$ cat config.mk
export PLATFORM = sky130hd
export DESIGN_NAME = pipeline_reg
export DESIGN_NICKNAME = d
export VERILOG_FILES = /design/src/rtl/pipeline_reg.sv
export SDC_FILE = /design/constraint.sdc
export NUM_CORES = 1
export LEC_CHECK = 0
export BUFFER_PORTS_ARGS = -buffer_cell sky130_fd_sc_hd__clkbuf_2
export CORE_MARGIN = 2
export CORE_UTILIZATION = 54
export DETAILED_ROUTE_END_ITERATION = 8
export PLACE_DENSITY = 0.8
export SLEW_MARGIN = 20
export SYNTH_ARGS = -nofsm -noshare
export SYNTH_HDL_FRONTEND = slang
export SYNTH_SLANG_ARGS = --single-unit
$ cat constraint.sdc
create_clock -name clk -period 1.8 [get_ports clk]
set_input_delay 0.18 -clock clk [delete_from_list [all_inputs] [get_ports clk]]
set_output_delay 0.18 -clock clk [all_outputs]
set_load 0.01 [all_outputs]
$ cat src/rtl/pipeline_reg.sv
// -----------------------------------------------------------------------------
// pipeline_reg
//
// Purpose:
//   Single-stage, full-throughput register slice for a valid/ready stream.
//   It breaks the combinational paths on data, valid and ready between a
//   producer and a consumer. A main register drives the outputs directly and
//   a one-word skid register absorbs the word that the producer may already
//   have committed when the consumer stalls. Together the two registers
//   sustain one transfer per clock with no bubbles.
//
// Ports:
//   clk        in   1      clock, all state updates on rising edge
//   rstn       in   1      synchronous reset, active-high (1 = in reset)
//   in_valid   in   1      upstream offers in_data
//   in_data    in   width  upstream payload
//   in_ready   out  1      block can accept a word this cycle
//   out_valid  out  1      out_data holds a valid word
//   out_data   out  width  downstream payload
//   out_ready  in   1      downstream accepts the word this cycle
// -----------------------------------------------------------------------------
module pipeline_reg #(
    parameter int width = 32
) (
    input  logic             clk,
    input  logic             rstn,
    input  logic             in_valid,
    input  logic [width-1:0] in_data,
    output logic             in_ready,
    output logic             out_valid,
    output logic [width-1:0] out_data,
    input  logic             out_ready
);

    // Main register (drives the outputs) and skid register.
    logic             r_out_valid;
    logic [width-1:0] r_out_data;
    logic             r_skid_valid;
    logic [width-1:0] r_skid_data;

    // Next-state values.
    logic             w_out_valid_nxt;
    logic [width-1:0] w_out_data_nxt;
    logic             w_skid_valid_nxt;
    logic [width-1:0] w_skid_data_nxt;

    logic             w_in_fire;
    logic             w_out_fire;

    // in_ready comes straight from the skid flop; it is only gated by reset,
    // so it never depends on in_valid or out_ready.
    assign in_ready   = ~r_skid_valid & ~rstn;
    assign out_valid  = r_out_valid;
    assign out_data   = r_out_data;

    assign w_in_fire  = in_valid & in_ready;
    assign w_out_fire = r_out_valid & out_ready;

    // Next-state logic for the main and skid registers.
    always_comb begin
        w_out_valid_nxt  = r_out_valid;
        w_out_data_nxt   = r_out_data;
        w_skid_valid_nxt = r_skid_valid;
        w_skid_data_nxt  = r_skid_data;

        if (!r_out_valid || w_out_fire) begin
            // Main slot is free this edge. The skid word is older than
            // anything on the input, so it always moves first. While the
            // skid is full in_ready is low, so no input can be lost here.
            if (r_skid_valid) begin
                w_out_data_nxt   = r_skid_data;
                w_out_valid_nxt  = 1'b1;
                w_skid_valid_nxt = 1'b0;
            end else if (w_in_fire) begin
                w_out_data_nxt   = in_data;
                w_out_valid_nxt  = 1'b1;
            end else begin
                // Nothing to send: drop valid, keep the last data value.
                w_out_valid_nxt  = 1'b0;
            end
        end else begin
            // Main is full and stalled: hold it, park any accepted word.
            if (w_in_fire) begin
                w_skid_data_nxt  = in_data;
                w_skid_valid_nxt = 1'b1;
            end else begin
                w_skid_valid_nxt = r_skid_valid;
            end
        end
    end

    // State registers with synchronous active-high reset.
    always_ff @(posedge clk) begin
        if (rstn) begin
            r_out_valid  <= 1'b0;
            r_out_data   <= {width{1'b0}};
            r_skid_valid <= 1'b0;
            r_skid_data  <= {width{1'b0}};
        end else begin
            r_out_valid  <= w_out_valid_nxt;
            r_out_data   <= w_out_data_nxt;
            r_skid_valid <= w_skid_valid_nxt;
            r_skid_data  <= w_skid_data_nxt;
        end
    end

endmodule

==> results.toml <==
[status]
run_status = "complete, no violations"

[synthesis]
combinational_family_with_the_most_area_after_synthesis = "compound AO/OA/AOI/OAI gates"
yosys.area_share.xor_xnor = 0
syn_nets = 345
synth_area_um2 = 3060
post_synth_num_cell_types = 21
syn_avg_cell_area_um2 = 9.92
synthesis.instances = 309
proportion_of_netlist_area_held_by_the_largest_area_contributor = 0.431
ys_warn_count = 0
muxShareOfSynthArea = 0.105
postSynthRegisterBits = 66
synth_compound_area_frac = 0.281
synthDominantAreaCellType = "sky130_fd_sc_hd__dfxtp_1"
synthSimpleGateAreaFrac = 0.111
yosys.area_share.adder = 0
synth.yosys.seq_area_share = 0.431
synth.area.top_cells = "sky130_fd_sc_hd__dfxtp_1 (43%), sky130_fd_sc_hd__mux2i_1 (10%), sky130_fd_sc_hd__o211a_1 (10%), sky130_fd_sc_hd__o311ai_0 (9.1%), sky130_fd_sc_hd__o211ai_1 (7.8%)"

[clock_tree]
tritoncts_buffer_count = 9
clock_tree.buffer_depth = 2
tritoncts = "done"
clock_sink_count = 66
path_clk_slew_ns = 0.07
cts_resized = 0
cts.root.buffer_cell = "sky130_fd_sc_hd__clkbuf_8"
hold_buffers = 0
clk-insertion-delay-late_ns = 0.33
cts_setup_buffers = 0
clock_tree.htree_level_count = 3

[timing]
timing.clock.skew_ns = 0.00527
finalCritPeriodShare = 0.868
slew-limit-headroom = 0.370
finalMaxSlewViolations = 0
timing.fmax_ghz = 0.640
fin_setup_tns_ns = 0
hold_slack_ns = 0.0657
final-setup-viol-count = 0
grt_setup_unrepaired = "no"
period_minus_slack_ns = 1.56
tightest_slew_ns = 0.943
finalHoldViolations = 0

[routing]
routed-via-count = 2604
drt_pre_antenna_iters = 5
viasPerCell = 5.93
post-route-drc-count = 0
drtAntennaViolNets = 0
drt_wl_total_um = 6970
drt-initial-drc-count = 194
routed_wire_length_per_instance_um = 15.9

[cells_and_area]
flow.area_growth_from_synthesis_pct = 17.8
layout_net_count = 398
layout-drive-gt1-share = 0.275
insertedDiodeCount = 0
design_area_um2 = 3610

[die]
core_area_um2 = 5510
chipWidth_um = 79.3
fp-row-count = 27
initial_utilization = 0.556
die_area_um2 = 6290
io_pins = 70
die_h_um = 79.3

[worst_setup_path]
critical_path.cell_chain = "buf_12 -> nor2_1 -> clkbuf_2"
critPathLaunchType = "flop"
critical_path.max_stage_delay_ns = 0.62
regToRegStartpoint = "r_skid_valid$_SDFFE_PP0P_"
r2r_cells = 4
timing.critical_path.slowest_stage_cell = "sky130_fd_sc_hd__dfxtp_4"
critical_path_required_ns = 1.62
timing.reg2reg.setup_slack_ns = 0.28
critical_path_start_end_classification = "flop to primary output"
crit_path_max_fanout = 32
reg2reg_to = "out_data[28]$_SDFFE_PP0P_"
critPathArrivalTime_ns = 1.38
critical_path.endpoint_type = "primary output"

[power_and_ir_drop]
max-vdd-ir-drop_v = 0.000613
powerDensity_nw_per_um2 = 873
leakagePower_nw = 1.80

[global_route]
pin_count_of_the_biggest_net_entering_global_routing = 40
grt_antenna_before_repair = 0
number_of_global_route_vias_before_repair = 2486
first_pass_grt_wire_length_um = 11600
global_route.usage.total = 0.231
grt.overflow.total = 0

[place]
place.port_buffers = 69
place_area_um2 = 3430
gp_routability_congestion = 0.764
dp_hpwl_um = 4450

[min_path]
hold-path-endpoint = "r_skid_data[8]$_SDFFE_PP0P_"
hold_class = "input pin to flop"
worst_hold_startpoint = "in_data[8]"
min_delay_path_depth = 3

[flow_run]
drv.max_cap_violation_count = 0
## area by class of cell
type                       instances  area, µm²
multi-input combinational        200       1520
fill                             436       1900
inverter                           2       7.51
timing repair buffer              83        488
tap                               72       90.1
sequential                        66       1330
clock inverter                     3       40.0
clock buffer                      13        139
## Yosys cell counts
cell,count
sky130_fd_sc_hd__buf_2,10
sky130_fd_sc_hd__inv_1,1
sky130_fd_sc_hd__o211a_1,32
sky130_fd_sc_hd__nor3_1,1
sky130_fd_sc_hd__inv_2,1
sky130_fd_sc_hd__o21a_4,1
sky130_fd_sc_hd__mux2i_1,32
sky130_fd_sc_hd__clkbuf_1,19
sky130_fd_sc_hd__nor2b_2,1
sky130_fd_sc_hd__a21oi_1,1
sky130_fd_sc_hd__o211ai_1,32
sky130_fd_sc_hd__nor4b_4,1
sky130_fd_sc_hd__nand2_1,32
sky130_fd_sc_hd__buf_4,3
sky130_fd_sc_hd__nand2b_4,1
sky130_fd_sc_hd__nor2_1,2
sky130_fd_sc_hd__dfxtp_1,66
sky130_fd_sc_hd__o311ai_0,32
sky130_fd_sc_hd__nand3_1,32
sky130_fd_sc_hd__buf_6,5
sky130_fd_sc_hd__buf_1,4
## how the worst max path moves through the flow
stage	from	slack, ns	cells after the start	end
2_1_floorplan	r_skid_valid$_SDFFE_PP0P_	0.52	5	out_data[0]$_SDFFE_PP0P_
3_3_place_gp	r_skid_valid$_SDFFE_PP0P_	0.34	4	out_data[30]$_SDFFE_PP0P_
3_5_place_dp	r_skid_valid$_SDFFE_PP0P_	0.31	3	out_data[26]$_SDFFE_PP0P_
4_1_cts	r_skid_valid$_SDFFE_PP0P_	0.22	3	in_ready
5_1_grt	r_skid_valid$_SDFFE_PP0P_	0.17	4	out_data[0]$_SDFFE_PP0P_
6_report	r_skid_valid$_SDFFE_PP0P_	0.24	3	in_ready
## power by group
group / leakage [nW] / switching, W / total (W) / internal [W]
Clock: 0.0914 / 0.000523 / 0.00116 / 0.000638
Sequential: 0.540 / 0.0000473 / 0.00158 / 0.00154
Combinational: 1.17 / 0.000227 / 0.000407 / 0.000180
## cells in the final DEF, fill, tap and decap left out, drive strengths merged, types with 2 or more instances in the layout
cell and instances:
buf 14, clkbuf 82, clkinv 2, dfxtp 66, inv 2, mux2i 32, nand2 32, nand3 32
nor2 2, o211a 32, o211ai 32, o311ai 32
## layer usage
| metal | global-route usage | routed length [µm] | up-vias |
|---|---|---|---|
| met1 | 0.302 | 3240 | 1226 |
| met3 | 0.0398 | 302 | 8 |
| li1 | - | - | 1305 |
| met4 | 0.0931 | 86 | 0 |
| met5 | 0 | 0 | - |
| met2 | 0.380 | 3340 | 65 |
## stage by stage
stage | setup WS [ns] | power [W] | utilization | std cells
global placement | 0.345 | 0.00201 | 0.623 | 423
floorplan | 0.515 | 0.00186 | - | 309
CTS | 0.222 | 0.00318 | 0.656 | 439
detailed placement | 0.309 | 0.00202 | 0.623 | 423
finish | 0.237 | 0.00315 | 0.656 | 439
global route | 0.168 | 0.00328 | 0.656 | 439
## critical path, delay by kind of cell, from the launching register on
kind | cells | cell delay, ns
AND/OR/NAND/NOR | 1 | 0.06
buffers and inverters | 2 | 0.35
flip-flops | 1 | 0.62
## state kept, by name, indices dropped and copies added, names as in the netlist
signal and flops:
r_skid_data 32, out_valid 1, r_skid_valid 1, out_data 32
## kinds of logic after synthesis
kind of cell	Yosys count
AO/OA/AOI/OAI	98
flip-flops	66
buffers and inverters	43
AND/OR/NAND/NOR	70
multiplexers	32
Note: power is estimated with default switching activity, not from simulation.
